<file path="src/rtl/bus_arb_pkg.sv">
// Shared definitions for the bus owner arbiter: FSM state encoding and a
// constant ceil(log2) helper used to size index and counter fields.
package bus_arb_pkg;

  typedef enum logic [1:0] {
    IDLE = 2'd0,
    OWN  = 2'd1,
    TURN = 2'd2
  } arb_state_e;

  // Ceiling log2 evaluated at elaboration time; clog2(1) == 0.
  function automatic int unsigned clog2(input int unsigned value);
    int unsigned result;
    result = 0;
    for (int unsigned w = 0; w < 32; w++) begin
      if ((64'd1 << w) < 64'(value)) result = w + 1;
    end
    return result;
  endfunction

endpackage

</file>
<file path="src/rtl/rr_pick.sv">
// Rotating-priority encoder: scans Req starting at Ptr, wrapping modulo NReq,
// and returns the first set index.
//   Req    - request vector
//   Ptr    - index with highest priority this scan
//   Found  - any request present
//   WinIdx - winning index (0 when Found==0)
module rr_pick #(
  parameter int unsigned NReq = 4,
  parameter int unsigned IdxW = 2
) (
  input  logic [NReq-1:0] Req,
  input  logic [IdxW-1:0] Ptr,
  output logic            Found,
  output logic [IdxW-1:0] WinIdx
);

  // First hit in rotated order wins; later hits are masked by the flag.
  always_comb begin
    logic hit;
    hit    = 1'b0;
    WinIdx = '0;
    for (int unsigned i = 0; i < NReq; i++) begin
      if (!hit && Req[IdxW'((32'(Ptr) + i) % NReq)]) begin
        hit    = 1'b1;
        WinIdx = IdxW'((32'(Ptr) + i) % NReq);
      end
    end
    Found = hit;
  end

endmodule

</file>
<file path="src/rtl/bus_owner_arbiter.sv">
// Round-robin owner arbiter for a shared tri-state data bus. Grants one
// requester at a time, caps each ownership at MaxHold cycles and leaves the
// bus undriven for TurnCyc cycles between owners.
//   Clk      - rising-edge clock
//   Rst      - synchronous active-low reset
//   Req      - per-requester level-held bus request
//   Grant    - registered one-hot ownership, zero when the bus is free
//   OwnerIdx - registered binary index of the owner, meaningful while Busy
//   Busy     - registered, high while any Grant bit is set
module bus_owner_arbiter
  import bus_arb_pkg::*;
#(
  parameter  int unsigned NReq    = 4,
  parameter  int unsigned MaxHold = 8,
  parameter  int unsigned TurnCyc = 1,
  localparam int unsigned IdxW    = clog2(NReq)
) (
  input  logic            Clk,
  input  logic            Rst,
  input  logic [NReq-1:0] Req,
  output logic [NReq-1:0] Grant,
  output logic [IdxW-1:0] OwnerIdx,
  output logic            Busy
);

  localparam int unsigned HoldW = clog2(MaxHold + 1);
  localparam int unsigned TurnW = clog2(TurnCyc + 1);

  arb_state_e        state_q, state_d;
  logic [IdxW-1:0]   ptr_q, ptr_d;
  logic [HoldW-1:0]  hold_q, hold_d;
  logic [TurnW-1:0]  turn_q, turn_d;
  logic [NReq-1:0]   grant_q, grant_d;
  logic [IdxW-1:0]   owner_q, owner_d;
  logic              busy_q, busy_d;

  logic              pick_found;
  logic [IdxW-1:0]   pick_idx;

  // Single picker serves both the IDLE and the final TURN cycle.
  rr_pick #(
    .NReq (NReq),
    .IdxW (IdxW)
  ) u_rr_pick (
    .Req    (Req),
    .Ptr    (ptr_q),
    .Found  (pick_found),
    .WinIdx (pick_idx)
  );

  // Next-state and registered-output computation.
  always_comb begin
    state_d = state_q;
    ptr_d   = ptr_q;
    hold_d  = hold_q;
    turn_d  = turn_q;
    grant_d = grant_q;
    owner_d = owner_q;
    busy_d  = busy_q;

    unique case (state_q)
      IDLE: begin
        if (pick_found) begin
          grant_d = NReq'(1) << pick_idx;
          owner_d = pick_idx;
          busy_d  = 1'b1;
          hold_d  = HoldW'(1);
          state_d = OWN;
        end
      end

      OWN: begin
        if (Req[owner_q] && (hold_q < HoldW'(MaxHold))) begin
          hold_d = hold_q + HoldW'(1);
        end else begin
          // Release: priority moves just past the departing owner.
          grant_d = '0;
          busy_d  = 1'b0;
          hold_d  = '0;
          ptr_d   = (owner_q == IdxW'(NReq - 1)) ? '0 : owner_q + IdxW'(1);
          turn_d  = TurnW'(TurnCyc);
          state_d = TURN;
        end
      end

      TURN: begin
        if (turn_q == TurnW'(1)) begin
          // Last dead cycle: arbitrate so the new grant abuts the gap.
          turn_d = '0;
          if (pick_found) begin
            grant_d = NReq'(1) << pick_idx;
            owner_d = pick_idx;
            busy_d  = 1'b1;
            hold_d  = HoldW'(1);
            state_d = OWN;
          end else begin
            state_d = IDLE;
          end
        end else begin
          turn_d = turn_q - TurnW'(1);
        end
      end

      default: begin
        grant_d = '0;
        busy_d  = 1'b0;
        state_d = IDLE;
      end
    endcase
  end

  // State and output registers with synchronous reset.
  always_ff @(posedge Clk) begin
    if (!Rst) begin
      state_q <= IDLE;
      ptr_q   <= '0;
      hold_q  <= '0;
      turn_q  <= '0;
      grant_q <= '0;
      owner_q <= '0;
      busy_q  <= 1'b0;
    end else begin
      state_q <= state_d;
      ptr_q   <= ptr_d;
      hold_q  <= hold_d;
      turn_q  <= turn_d;
      grant_q <= grant_d;
      owner_q <= owner_d;
      busy_q  <= busy_d;
    end
  end

  assign Grant    = grant_q;
  assign OwnerIdx = owner_q;
  assign Busy     = busy_q;

endmodule

</file>
<file path="config.mk">
export PLATFORM = sky130hd
export DESIGN_NAME = bus_owner_arbiter
export DESIGN_NICKNAME = d
export VERILOG_FILES = /design/src/rtl/bus_arb_pkg.sv /design/src/rtl/rr_pick.sv /design/src/rtl/bus_owner_arbiter.sv
export SDC_FILE = /design/constraint.sdc
export NUM_CORES = 1
export LEC_CHECK = 0
export CORE_AREA = 2 2 45 47
export DETAILED_ROUTE_END_ITERATION = 10
export DIE_AREA = 0 0 47 49
export PLACE_DENSITY = 0.7
export SLEW_MARGIN = 25
export SYNTH_ARGS = -nofsm -noshare
export SYNTH_HDL_FRONTEND = slang
export SYNTH_SLANG_ARGS = --single-unit
</file>
<file path="constraint.sdc">
create_clock -name Clk -period 2.02 [get_ports Clk]
set_input_delay 0.404 -clock Clk [delete_from_list [all_inputs] [get_ports Clk]]
set_output_delay 0.404 -clock Clk [all_outputs]
set_load 0.02 [all_outputs]
</file>
==> out/results.txt <==
largest stage delay on the critical path: 650 ps
Total GRT Usage: 0.209
Distinct cells, synth: 41
Final Power: 893 uW
post_cts resized: 0
crit path from: OwnerIdx[0]
CP Cell Sequence: clkdlybuf4s50_1
Routed WL: 1990 um
Worst-Margin Slew: 434 ps
Post-Syn Instances: 97
sequential area share after synthesis: 0.360
crit path DAT: 1410 ps
Mapped Area: 890 um^2
r2r startpoint: state_q[0]
grt ovf: 0
hold_buf cts: 0
f_max: 552 MHz
hold_sp: ptr_q[0]
CTS root buf: clkbuf_4
register bit total from synthesis: 16
Final min period: 1810 ps
post-synthesis mux area share: 0.0338
vias in the first global route: 833
max cap viols: 0
via count of the routed design: 848
pwr/cell area: 776 mW/mm^2
drt wl/cell: 13.3 um
CP delay by family, top: buffers and inverters
# IOs: 13
min-delay worst type: register to register
CTS Buf Count: 3
area of the core: 0.00184 mm^2
diode count: 0
Setup-failing EPs final: 0
Post-Synth XOR/XNOR Area: 0
Initial Util: 0.483
H-tree depth: 1
Simple-Gate Fraction of Synth Area: 0.312
Syn-to-layout area delta: 29.4%
period utilisation layout: 0.897
Port Buffer Count: 12
DIE HEIGHT: 49 um
die width: 47 um
drt first pass iters: 4
ratio of cells with drive above 1 in the final layout: 0.180
Max clock buf depth: 2
VDD IR-drop max: 0.431 mV
Vias/cell: 5.69
antenna violations before repair: 0
pre-CTS setup slack: -51.9 ps
compound-cell area share of the yosys netlist: 0.241
routability cong.: 0.829
largest family of logic cells by synthesized area: simple AND/OR/NAND/NOR gates
Fin Clk Skew: 3.11 ps
Synth warnings: 0
LEAKAGE: 0.433 nW
row cnt: 16
CTS tree: done
post-CTS setup buffers: 0
Routed Antenna Nets: 0
RSZ-0062 raised after global routing: false
Slew Viols, Final: 0
Critical Path RT: 1620 ps
largest net degree at the start of global routing: 12
setup TNS: 0 ps
CP Class: register to primary output
Post-DP HPWL: 1580 um
Hold Fails Final Rpt: 0
DIE AREA: 0.00230 mm^2
Avg Synthesized Cell Area: 9.17 um^2
Residual DRC: 0
# clock sinks: 16
Clock Latency Late Sink: 290 ps
# nets final: 131
Synth Area in Adders: 0.0281
Final WS setup: 207 ps
clk slew on worst S/H paths: 100 ps
first-pass GRT wire length: 3570 um
startpoint types: register
drt initial violations: 18
CP max stage cell: clkdlybuf4s50_1
Crit Path Max Fanout: 6
Crit path buffers/inverters: 1
slew margin rel.: 0.707
syn_nets: 105
CP Capture Type: primary output
status: finished clean
[kinds of logic after synthesis]
family          after synthesis
simple gates                 45
compound gates               27
flops                        16
buf+inv                       5
mux                           2
fa+ha+maj                     2
[placed cells by master (no fill, tap or decap), types with 2 or more instances in the layout]
| cell type | n |
|---|---|
| nand2b_1 | 5 |
| nor2b_1 | 6 |
| ha_1 | 2 |
| nor2_1 | 9 |
| o21ai_1 | 3 |
| o32ai_1 | 2 |
| o21a_1 | 3 |
| nand2_1 | 7 |
| clkdlybuf4s50_1 | 12 |
| nand3_1 | 4 |
| inv_1 | 2 |
| clkbuf_4 | 3 |
| nand4b_1 | 2 |
| a32o_1 | 2 |
| a22oi_1 | 2 |
| buf_4 | 11 |
| a21oi_1 | 5 |
| dfxtp_1 | 16 |
| mux2_4 | 2 |
[worst paths after layout]
path                  to  slack, ps  cells after the start
max          OwnerIdx[0]        210                      1
min             ptr_q[0]        480                      2
max reg2reg    hold_q[3]        280                      5
min reg2reg     ptr_q[0]        480                      2
[state kept, by name, indices dropped and copies added (netlist names)]
register  flops
Busy          1
turn_q        1
Grant         4
ptr_q         2
state_q       2
OwnerIdx      2
hold_q        4
[power breakdown]
group | switching, mW | leakage (nW) | internal, mW
Clock | 0.106 | 0.0210 | 0.110
Combinational | 0.138 | 0.281 | 0.151
Sequential | 0.0395 | 0.131 | 0.349
[cell usage after synthesis (all sizes together)]
cell,n,area [um^2]
dfxtp,16,320
nor2,9,33.8
nand2,7,26.3
nor2b,6,37.5
a21oi,5,25.0
nand2b,5,31.3
nand3,4,20.0
o21ai,4,20.0
o21a,3,22.5
a22oi,2,15.0
a32o,2,20.0
ha,2,25.0
inv,2,7.51
mux2,2,30.0
nand4b,2,17.5
nor3,2,21.3
nor4,2,18.8
o32ai,2,17.5
a211oi,1,7.51
a21o,1,7.51
a221oi,1,26.3
a22o,1,8.76
a31oi,1,6.26
and3b,1,8.76
buf,1,7.51
clkbuf,1,3.75
clkinv,1,3.75
nand4,1,6.26
nor4b,1,8.76
nor4bb,1,10.0
o22ai,1,12.5
o311ai,1,8.76
o31a,1,8.76
o31ai,1,7.51
or3,1,11.3
or3b,1,8.76
or4,1,7.51
or4b,1,10.0
[area by class of cell]
cell class	count	area, um^2
fillers	174	691
multi-input cells	76	547
flip-flops and latches	16	320
repair buffers	23	203
clock buffers	4	36.3
well taps	27	33.8
inverters	3	11.3
[stage by stage]
stage / util / instances / cell area (um^2) / hold slack (ps)
floorplan: - / 97 / 890 / 437
finish: 0.625 / 149 / 1150 / 475
CTS: 0.625 / 149 / 1150 / 475
detailed placement: 0.605 / 145 / 1110 / 458
global route: 0.625 / 149 / 1150 / 500
global placement: 0.605 / 145 / 1110 / 454
[per-layer routing]
layer,global-route usage,wire length [um],up-vias
met5,0,0,-
met4,0.0694,16,0
met3,0.0333,72,2
met2,0.354,1040,20
met1,0.257,860,408
li1,-,-,418
Note: power is estimated with default switching activity, not from simulation.
